`src/rtl/bram_arbiter.sv`:
```
`default_nettype none
// ============================================================================
//  Module   : bram_arbiter
//  Purpose  : Shares one single-port BRAM (posedge write, negedge registered
//             read) between two requesters. Port 0 is the pipeline memory
//             stage, port 1 is the debug unit (load/dump). At most one access
//             is accepted per cycle. The winner's command is registered onto
//             the BRAM pins, and read data returns to the winning port with a
//             one-cycle valid pulse two cycles after the grant.
//
//  Configuration macro: BRAM_ARB_RR_EN
//    defined     : strict round-robin on simultaneous requests
//    not defined : fixed priority to port 0, with a MAX_BURST starvation limit
//
//  Parameters
//    ADDRESS_BITS  BRAM address width
//    DATA_BITS     BRAM data width
//    MAX_BURST     consecutive port-0 grants allowed while port 1 waits (>=1)
//
//  Ports
//    clk            system clock, all logic on posedge
//    rst            synchronous reset, active low
//    i_req0/1       access request; held with its command until granted
//    i_we0/1        1 = write, 0 = read
//    i_addr0/1      access address
//    i_wdata0/1     write data
//    o_gnt0/1       request accepted this cycle (combinational)
//    o_rvalid0/1    read data valid, one-cycle pulse
//    o_rdata0/1     read data, holds last value while o_rvalidX = 0
//    o_bram_we      BRAM write enable (registered)
//    o_bram_addr    BRAM address (registered)
//    o_bram_wdata   BRAM write data (registered)
//    i_bram_rdata   BRAM read data
//
//  Revision : 1.0  initial release
// ============================================================================
module bram_arbiter #(
  parameter int ADDRESS_BITS = 8,
  parameter int DATA_BITS    = 32,
  parameter int MAX_BURST    = 4
) (
  input  logic                    clk,
  input  logic                    rst,

  input  logic                    i_req0,
  input  logic                    i_we0,
  input  logic [ADDRESS_BITS-1:0] i_addr0,
  input  logic [DATA_BITS-1:0]    i_wdata0,
  output logic                    o_gnt0,
  output logic                    o_rvalid0,
  output logic [DATA_BITS-1:0]    o_rdata0,

  input  logic                    i_req1,
  input  logic                    i_we1,
  input  logic [ADDRESS_BITS-1:0] i_addr1,
  input  logic [DATA_BITS-1:0]    i_wdata1,
  output logic                    o_gnt1,
  output logic                    o_rvalid1,
  output logic [DATA_BITS-1:0]    o_rdata1,

  output logic                    o_bram_we,
  output logic [ADDRESS_BITS-1:0] o_bram_addr,
  output logic [DATA_BITS-1:0]    o_bram_wdata,
  input  logic [DATA_BITS-1:0]    i_bram_rdata
);

  localparam int                  CNT_BITS    = $clog2(MAX_BURST + 1);
  localparam logic [CNT_BITS-1:0] C_MAX_BURST = CNT_BITS'(MAX_BURST);
  localparam logic [CNT_BITS-1:0] C_CNT_ONE   = CNT_BITS'(1);

  // State records the last winner; S_IDLE means no grant last cycle.
  typedef enum logic [1:0] {
    S_IDLE = 2'd0,
    S_P0   = 2'd1,
    S_P1   = 2'd2
  } state_t;

  state_t                  state_q, state_d;
  logic [CNT_BITS-1:0]     burst_cnt_q, burst_cnt_d;

  logic                    gnt0;
  logic                    gnt1;

  // Stage 1: command registered onto the BRAM pins.
  logic                    bram_we_q, bram_we_d;
  logic [ADDRESS_BITS-1:0] bram_addr_q, bram_addr_d;
  logic [DATA_BITS-1:0]    bram_wdata_q, bram_wdata_d;
  // Which port owns the read currently at the BRAM.
  logic                    rd_pend0_q, rd_pend0_d;
  logic                    rd_pend1_q, rd_pend1_d;

  // Stage 2: read data returned to the owning port.
  logic                    rvalid0_q, rvalid0_d;
  logic                    rvalid1_q, rvalid1_d;
  logic [DATA_BITS-1:0]    rdata0_q, rdata0_d;
  logic [DATA_BITS-1:0]    rdata1_q, rdata1_d;

  // --------------------------------------------------------------------------
  // Arbitration: grant decode, next state and burst counter
  // --------------------------------------------------------------------------
  always_comb begin
    state_d     = state_q;
    burst_cnt_d = burst_cnt_q;
    gnt0        = 1'b0;
    gnt1        = 1'b0;

    // Grants are suppressed while reset is asserted.
    if (rst) begin
`ifdef BRAM_ARB_RR_EN
      // On contention the port that did not win last time goes next; idle
      // counts as "port 1 won last", so port 0 goes first out of idle.
      if (i_req0 && i_req1) begin
        if (state_q == S_P0) begin
          gnt1 = 1'b1;
        end else begin
          gnt0 = 1'b1;
        end
      end else begin
        gnt0 = i_req0;
        gnt1 = i_req1;
      end
      burst_cnt_d = '0;
`else
      // Port 0 wins ties until it has taken MAX_BURST grants in a row while
      // port 1 was waiting; then port 1 is let through once.
      if (i_req1 && (!i_req0 || (burst_cnt_q == C_MAX_BURST))) begin
        gnt1 = 1'b1;
      end else if (i_req0) begin
        gnt0 = 1'b1;
      end

      // With no request at all the count is left alone.
      if (gnt1) begin
        burst_cnt_d = '0;
      end else if (gnt0) begin
        if (i_req1) begin
          burst_cnt_d = (burst_cnt_q == C_MAX_BURST) ? burst_cnt_q
                                                      : burst_cnt_q + C_CNT_ONE;
        end else begin
          burst_cnt_d = '0;
        end
      end
`endif

      if (gnt0) begin
        state_d = S_P0;
      end else if (gnt1) begin
        state_d = S_P1;
      end else begin
        state_d = S_IDLE;
      end
    end
  end

  // --------------------------------------------------------------------------
  // Datapath: command register and read return
  // --------------------------------------------------------------------------
  always_comb begin
    bram_we_d    = 1'b0;
    bram_addr_d  = bram_addr_q;
    bram_wdata_d = bram_wdata_q;
    rd_pend0_d   = 1'b0;
    rd_pend1_d   = 1'b0;

    if (gnt0) begin
      bram_we_d    = i_we0;
      bram_addr_d  = i_addr0;
      bram_wdata_d = i_wdata0;
      rd_pend0_d   = ~i_we0;
    end else if (gnt1) begin
      bram_we_d    = i_we1;
      bram_addr_d  = i_addr1;
      bram_wdata_d = i_wdata1;
      rd_pend1_d   = ~i_we1;
    end

    // The BRAM presents data after the negedge of the cycle the read sits on
    // its pins, so it is captured at the following posedge.
    rvalid0_d = rd_pend0_q;
    rvalid1_d = rd_pend1_q;
    rdata0_d  = rd_pend0_q ? i_bram_rdata : rdata0_q;
    rdata1_d  = rd_pend1_q ? i_bram_rdata : rdata1_q;
  end

  // --------------------------------------------------------------------------
  // Registers
  // --------------------------------------------------------------------------
  always_ff @(posedge clk) begin
    if (!rst) begin
      state_q      <= S_IDLE;
      burst_cnt_q  <= '0;
      bram_we_q    <= 1'b0;
      bram_addr_q  <= '0;
      bram_wdata_q <= '0;
      rd_pend0_q   <= 1'b0;
      rd_pend1_q   <= 1'b0;
      rvalid0_q    <= 1'b0;
      rvalid1_q    <= 1'b0;
      rdata0_q     <= '0;
      rdata1_q     <= '0;
    end else begin
      state_q      <= state_d;
      burst_cnt_q  <= burst_cnt_d;
      bram_we_q    <= bram_we_d;
      bram_addr_q  <= bram_addr_d;
      bram_wdata_q <= bram_wdata_d;
      rd_pend0_q   <= rd_pend0_d;
      rd_pend1_q   <= rd_pend1_d;
      rvalid0_q    <= rvalid0_d;
      rvalid1_q    <= rvalid1_d;
      rdata0_q     <= rdata0_d;
      rdata1_q     <= rdata1_d;
    end
  end

  assign o_gnt0       = gnt0;
  assign o_gnt1       = gnt1;
  assign o_rvalid0    = rvalid0_q;
  assign o_rvalid1    = rvalid1_q;
  assign o_rdata0     = rdata0_q;
  assign o_rdata1     = rdata1_q;
  assign o_bram_we    = bram_we_q;
  assign o_bram_addr  = bram_addr_q;
  assign o_bram_wdata = bram_wdata_q;

endmodule
`default_nettype wire
```
`config.mk`:
```
export PLATFORM = sky130hd
export DESIGN_NAME = bram_arbiter
export DESIGN_NICKNAME = d
export VERILOG_FILES = /design/src/rtl/bram_arbiter.sv
export SDC_FILE = /design/constraint.sdc
export NUM_CORES = 1
export LEC_CHECK = 0
export BUFFER_PORTS_ARGS = -buffer_cell sky130_fd_sc_hd__buf_2
export CAP_MARGIN = 20
export CORE_ASPECT_RATIO = 0.75
export CORE_MARGIN = 2
export CORE_UTILIZATION = 35
export CTS_BUF_LIST = sky130_fd_sc_hd__clkbuf_4
export CTS_CLUSTER_DIAMETER = 80
export CTS_CLUSTER_SIZE = 24
export DETAILED_ROUTE_END_ITERATION = 10
export MAX_ROUTING_LAYER = met4
export PLACE_DENSITY = 0.62
export SLEW_MARGIN = 20
export SYNTH_ARGS = -nofsm -noshare
export SYNTH_HDL_FRONTEND = slang
export SYNTH_SLANG_ARGS = --single-unit
```
`constraint.sdc`:
```
create_clock -name clk -period 3.45 [get_ports clk]
set_clock_uncertainty 0.1 [all_clocks]
set_input_delay 1.035 -clock clk [delete_from_list [all_inputs] [get_ports clk]]
set_output_delay 1.035 -clock clk [all_outputs]
set_load 0.01 [all_outputs]
```
* After elaboration in Yosys (flattened, before gate mapping)
Index checks and enable logic that the tools add are counted.
Widths: inputs -> output; s select.
** Operators by class
- Bitwise logic cells :: 4
- Eq/ne operators :: 2
- Multiplexer cells :: 15
- Add/subtract/negate cells :: 1
- Reductions and logical operators :: 8
** Operator list (count)
- $mux 32 :: 2
- $mux 8 :: 2
- $mux 1 :: 9
- $mux 3 :: 2
- $not 1->1 :: 4
- $reduce_and 2->1 :: 2
- $add 3x1->3 const B :: 1
- $eq 3x3->1 const B :: 1
- $reduce_or 3->1 :: 1
- $ne 2x2->1 const B :: 1
- $reduce_bool 2->1 :: 1
- $reduce_or 2->1 :: 1
- $logic_and 1x1->1 :: 1
- $logic_not 1->1 :: 1
- $logic_or 1x1->1 :: 1
** Storage, ports and cells
- Register bits after elaboration :: 112
- Logic and storage cells :: 40

* Depth between registers and ports, before layout
Gate-level depths: netlist of run 1.
- Depth in word-level cells :: 8
- Gate-level depth with buffers :: 6

* Worst setup path before layout of run 1
Ideal clock, no wire load.
- Path type :: in2out
- From :: in i_req1
- To :: out o_gnt0
- Required time :: 2.315 ns
- Stages :: 4
- Setup slack :: 0.597 ns
- Buffers on the path :: 2
- Arrival :: 1.718 ns
- Cell sequence :: buf_4 and3_1 buf_2 nor2_1
** On the way
- Longest elaborated chain between the ends :: 4
** RTL lines
- start: declaration :: RTL line 53 : input logic i_req1,
- $logic_and 1x1->1 :: RTL line 126 : if (i_req1 && (!i_req0 || (burst_cnt_q == C_MAX_BURST))) begin
- $mux 1 :: RTL line 126
- $mux 1 (2 in series) :: RTL line 108 : if (rst) begin
- end: declaration :: RTL line 49 : output logic o_gnt0,
No other way between the ends. The select of a mux whose other input is x is not followed.

* Final worst setup path of run 1
- From :: reg burst_cnt_q[0]
- To :: out o_gnt1
** On the way
- Longest elaborated chain between the ends :: 6
** RTL lines
- start: declaration :: RTL line 79 : logic [CNT_BITS-1:0] burst_cnt_q, burst_cnt_d;
- start signal: assignment :: RTL line 203 : burst_cnt_q <= burst_cnt_d;
- $eq 3x3->1 :: RTL line 126
- $logic_or 1x1->1 :: RTL line 126
- $logic_and 1x1->1 :: RTL line 126
- $mux 1 :: RTL line 126
- $mux 1 (2 in series) :: RTL line 108
- end: declaration :: RTL line 57 : output logic o_gnt1,
No other way between the ends. The select of a mux whose other input is x is not followed.

==> results of run 1 <==
-- per-layer routing --
metal	track usage [%]	part of all wire, %	up-vias	wire length (um)
met1	23.1	46	2012	5960
li1	-	-	2057	-
met3	3.39	5.2	18	676
met2	29.8	47	166	6170
met5	-	0	-	0
met4	4.57	1.4	0	184
-- worst register-to-register path, stage by stage (launching register included) --
cell and delay (ns):
dfxtp_1 0.39, inv_1 0.07, ha_1 0.26, nand3_1 0.32
buf_4 0.43, a31oi_1 0.17, a21oi_1 0.17
-- where the power goes --
| part | total, mW | switching, mW | internal (mW) |
|---|---|---|---|
| Sequential | 1.39 | 0.0411 | 1.35 |
| Clock | 0.683 | 0.446 | 0.237 |
| Combinational | 0.344 | 0.177 | 0.167 |
| Total | 2.42 | 0.665 | 1.76 |
-- flip-flops by register name, indices dropped and copies added (netlist names) --
signal	count
burst_cnt_q	3
o_rdata0	32
rd_pend0_q	1
rd_pend1_q	1
o_bram_we	1
o_rdata1	32
o_rvalid0	1
o_rvalid1	1
o_bram_addr	8
o_bram_wdata	32
-- Yosys cell counts --
master / number / area share, %
mux2i_1: 64 / 14
a21boi_1: 12 / 2.0
clkbuf_1: 17 / 1.4
a22o_1: 1 / 0.19
nand2_1: 4 / 0.33
a31oi_1: 28 / 3.8
and4bb_1: 1 / 0.27
a21oi_1: 28 / 3.1
o21a_1: 1 / 0.16
nor2b_1: 65 / 8.9
and2_1: 5 / 0.69
o21ai_0: 52 / 5.7
inv_1: 2 / 0.16
nand4_1: 2 / 0.27
a21boi_0: 3 / 0.49
nor3_1: 1 / 0.11
o21ai_2: 1 / 0.19
nand4b_1: 1 / 0.19
nand3_1: 13 / 1.4
o21ai_1: 5 / 0.55
a32oi_1: 12 / 2.3
dfxtp_1: 112 / 49
buf_4: 6 / 0.99
ha_1: 2 / 0.55
nor2_1: 2 / 0.16
buf_2: 21 / 2.3
a21bo_2: 1 / 0.22
and3_1: 1 / 0.14
-- cells by family (layout without fill, tap and decap cells) --
logic type | after synthesis | after routing | synth area share (%)
fa+ha+maj | 2 | 2 | 0.550
flops | 112 | 112 | 49.2
mux | 64 | 64 | 14.1
buf+inv | 46 | 253 | 4.86
compound gates | 144 | 144 | 18.7
simple gates | 95 | 95 | 12.5
-- metrics by stage --
step	hold WS (ns)	cell area [um^2]	util, %	setup WS, ns	cells
detailed placement	0.381	5770	44.9	0.460	825
CTS	0.402	5920	46.1	0.409	841
global route	0.443	5920	46.1	0.340	841
global placement	0.372	5770	44.9	0.475	825
floorplan	0.358	4550	-	0.597	463
finish	0.398	5920	46.1	0.443	841
-- worst max path at each step --
stage	start	endpoint	depth (start not counted)
floorplan	i_req1	o_gnt0	4
CTS	burst_cnt_q[0]	o_gnt1	5
detailed placement	i_req0	o_gnt1	4
global placement	i_req0	o_gnt1	4
finish	burst_cnt_q[0]	o_gnt1	5
global route	burst_cnt_q[0]	o_gnt1	5
-- final cells by class --
type                    count  area (um^2)  share of cell area, %
multi-input cells         305         2090                   35.3
flip-flops and latches    112         2250                   37.9
inverters                   2         7.51                  0.127
repair buffers            235         1210                   20.5
clock buffers               9         67.6                   1.14
well taps                 171          214                   3.61
clock inverters             7         85.1                   1.44
==> out/qor.txt, run 1 <==
first-pass GRT wire length - 19.7 mm
number of global-route vias before repair - 3957
DRC viols - 0
PortBufs - 226
Rel. slew slack - 27.6%
row cnt - 36
crit path DAT - 1.87 ns
CTS Buf Count - 9
commonest non-fill, non-tap cell in the layout - buf_2
final period utilization - 87.2%
post-synth net total - 583
Clock Path Buffers - 2
CP Capture Type - output port
WP data required - 2.31 ns
status - complete, no violations
FF-to-FF Start - burst_cnt_q[0]
Resized Gates After CTS - 0
Final Total Pwr - 2.42 mW
Hold Path End - burst_cnt_q[0]
Yosys reg bits - 112
final hold violations - 0
clock root buffer - clkbuf_4
fmax - 0.333 GHz
via count - 4253
Clock H-tree levels - 3
total wire length - 13.0 mm
most frequent cells in the layout - buf_2, dfxtp_1, nor2b_1
post-CTS setup buffer count - 0
die height - 103 um
cell count of the worst hold path - 2
LEAKAGE - 2.59 nW
IO Pins - 227
Fill cells - 1296
Max stage delay on crit path - 0.39 ns
Hold Crit Class - register to register
clk sinks - 112
CP cell instances - inv_1 -> ha_1 -> a21bo_2 -> and2_1 -> buf_2
via/cell ratio - 5.06
Clk Latency, worst-skew pair - 0.44 ns
Inserted Diodes - 0
critical path class - register to output port
RSZ-0062 raised after global routing - false
width of the chip - 136 um
Worst-Margin Slew - 1.09 ns
gr usage total - 18.1%
fraction of layout cells with a size suffix above 1 - 38.1%
routed len/inst - 15.5 um
antenna-violating nets left - 0
Total Neg Setup Slack - 0 ns
RR Endpoint - o_bram_addr[3]
Worst setup SP type - register
pwr dens - 409 nW/um^2
initial cell density of the core - 35.5%
Setup Viol. Count Final - 0
mapped cell area - 4550 um^2
Yosys warning count - 0
Syn Area/Cell - 9.83 um^2
delay-heaviest family, CP - flip-flops
DR pass1 iterations - 4
Clock transition at path regs - 0.17 ns
HPWL Detailed - 9.18 mm
CP max FO - 13
total grt overflow - 0
CTS tree - done
Hold Path Origin - burst_cnt_q[0]
antenna violations before repair - 0
internal reg-to-reg setup slack - 1.47 ns
GPL Wtd Cong - 0.791
Cell variety after synth - 28
Seq/Total Area, Yosys - 49.2%
Worst Reg2Reg Path Length in Cells - 6
Tmin final - 3.01 ns
number of max-cap violations - 0
Placeable Area - 12800 um^2
Final #Nets - 785
slowest CP cell - dfxtp_1
Post-Syn Instances - 463
Synth-to-Final Area Change - 30.1%
Hold Buf Count CTS - 0
DR iter-0 viols - 195
largest net degree at the start of global routing - 78
Die ar. - 13900 um^2
fin. max-slew vios - 0
worst vdd ir - 0.191 mV
CP Buf/Inv Count - 2
Power figures use the tool's default switching activity.
==> run 2: changes to the inputs <==
--- a/config.mk
+++ b/config.mk
@@ -10,7 +10,7 @@
 export CORE_ASPECT_RATIO = 0.75
 export CORE_MARGIN = 2
 export CORE_UTILIZATION = 35
-export CTS_BUF_LIST = sky130_fd_sc_hd__clkbuf_4
+export CTS_BUF_LIST = sky130_fd_sc_hd__clkbuf_8
 export CTS_CLUSTER_DIAMETER = 80
 export CTS_CLUSTER_SIZE = 24
 export DETAILED_ROUTE_END_ITERATION = 10
==> run 2 against run 1 <==
  * Via count fell by 1.2%
  * Final cell count unchanged
  * Non-clock buffer count is the same
  * Critical path depth shrank 1
  * Die area unchanged
  * Worst hold slack worse by 0.0063 ns
  * Clock power increased by 19%
  * First-iteration DRC count increased by 6.7%
  * Combinational power barely moved
  * Largest cell class unchanged
  * Highest routed layer unchanged
==> out/qor.txt, run 2 (synthesized netlist as in run 1, its figures left out) <==
Clk Latency, worst-skew pair - 0.36 ns (-0.08 ns)
commonest non-fill, non-tap cell in the layout - buf_2
Clock H-tree levels - 3 (unchanged)
switching power - 0.681 mW (+2.4%)
crit path DAT - 1.87 ns (about the same)
Final #Nets - 785 (unchanged)
slowest CP cell - a21bo_2
DR iter-0 viols - 208 (+6.7%)
CP max FO - 13 (unchanged)
Setup WS post-layout - 0.445 ns (+0.00235 ns)
Inserted Diodes - 0 (unchanged)
Fill cells - 1282 (-1.1%)
antenna violations before repair - 0 (unchanged)
clk sinks - 112 (unchanged)
most frequent cells in the layout - buf_2, dfxtp_1, nor2b_1
pwr dens - 426 nW/um^2 (+4.3%)
Die ar. - 13900 um^2 (unchanged)
Hold Buf Count CTS - 0 (unchanged)
internal reg-to-reg setup slack - 1.49 ns (+0.02 ns)
antenna-violating nets left - 0 (unchanged)
via/cell ratio - 5.00 (-1.2%)
worst vdd ir - 0.225 mV (+18%)
# placed instances - 825 (unchanged)
CTS Buf Count - 9 (unchanged)
Clock transition at path regs - 0.10 ns (-0.07 ns)
CP most frequent cell - buf_2
Worst-Margin Slew - 1.09 ns (-0.0000960 ns)
Setup Viol. Count Final - 0 (unchanged)
non-filler instance count after layout - 841 (unchanged)
die height - 103 um (unchanged)
Total Neg Setup Slack - 0 ns (unchanged)
final hold violations - 0 (unchanged)
worst hold margin - 0.392 ns (-0.00628 ns)
LEAKAGE - 2.61 nW (+0.90%)
DRC viols - 0 (unchanged)
fraction of layout cells with a size suffix above 1 - 38.1% (unchanged)
gr usage total - 18.1% (+0.033 points)
post-CTS setup buffer count - 0 (unchanged)
CP cell instances - buf_2 -> a21bo_2 -> and2_1 -> buf_2
final period utilization - 87.1% (about the same)
initial cell density of the core - 35.5% (unchanged)
DP Area - 5770 um^2 (unchanged)
Hold Crit Class - register to register
CP Capture Type - output port
IO Pins - 227 (unchanged)
Final Total Pwr - 2.55 mW (+5.3%)
Pint - 1.87 mW (+6.4%)
via count - 4203 (-1.2%)
RSZ-0062 raised after global routing - false
total grt overflow - 0 (unchanged)
routed len/inst - 15.5 um (+0.11%)
Placeable Area - 12800 um^2 (unchanged)
post-route cell area - 5980 um^2 (+0.95%)
row cnt - 36 (unchanged)
Finished Core Util - 46.6% (+0.44 points)
Tmin final - 3.01 ns (-0.00235 ns)
largest net degree at the start of global routing - 78 (unchanged)
WP data required - 2.31 ns (about the same)
switching share of power - 26.7% (-0.76 points)
Max stage delay on crit path - 0.35 ns (-0.04 ns)
GPL Wtd Cong - 0.791 (unchanged)
clock root buffer - clkbuf_8
HPWL Detailed - 9.18 mm (unchanged)
critical path class - input port to output port
DP Worst Slack - 0.460 ns (unchanged)
sequential power share - 54.6% (-3.0 points)
fmax - 0.333 GHz (about the same)
number of global-route vias before repair - 3959 (+0.051%)
Clock Path Buffers - 2 (unchanged)
number of max-cap violations - 0 (unchanged)
total wire length - 13.0 mm (+0.11%)
fin. max-slew vios - 0 (unchanged)
PortBufs - 226 (unchanged)
status - complete, no violations
Clock Power Share - 31.9% (+3.7 points)
Comb pwr share - 13.5% (-0.7 points)
Synth-to-Final Area Change - 31.3%
Resized Gates After CTS - 0 (unchanged)
Rel. slew slack - 27.6% (about the same)
CTS tree - done
Worst setup SP type - input port
width of the chip - 136 um (unchanged)
DR pass1 iterations - 4 (unchanged)
first-pass GRT wire length - 19.7 mm (+0.18%)
[run 2: path summary, 6_finish.rpt]
path                    end  depth (start not counted)      startpoint
max                  o_gnt1                          4          i_req0
min          burst_cnt_q[0]                          2  burst_cnt_q[0]
max reg2reg  o_bram_addr[3]                          6  burst_cnt_q[0]
min reg2reg  burst_cnt_q[0]                          2  burst_cnt_q[0]
[run 2: layout make-up]
type / instances / area, um^2 / share of cell area (%)
Sequential cell: 112 / 2250 / 37.6
Inverter: 2 / 7.51 / 0.126
Tap cell: 171 / 214 / 3.58
Clock buffer: 9 / 124 / 2.07
Multi-Input combinational cell: 305 / 2090 / 35.0
Clock inverter: 7 / 85.1 / 1.42
Timing Repair Buffer: 235 / 1210 / 20.3
[run 2: routing by layer]
layer,vias to the layer above,global-route usage [%],wire (um)
met5,-,-,0
met4,0,4.41,146
met3,13,3.34,765
met2,148,30.1,6220
met1,1987,23.1,5880
li1,2055,-,-
[run 2: power by group through the flow]
| stage | registers [mW] | clock network, mW | logic [mW] |
|---|---|---|---|
| 6_report | 1.39 | 0.813 | 0.344 |
| 5_1_grt | 1.40 | 0.902 | 0.377 |
| 4_1_cts | 1.39 | 0.850 | 0.346 |
| 3_5_place_dp | 1.42 | 0 | 0.345 |
| 3_3_place_gp | 1.42 | 0 | 0.336 |
| 2_1_floorplan | 1.43 | 0 | 0.163 |
[run 2: worst max-delay path: cells and delay by family]
family / cells / cell delay (ns)
compound gates: 1 / 0.35
buf+inv: 2 / 0.27
simple gates: 1 / 0.22
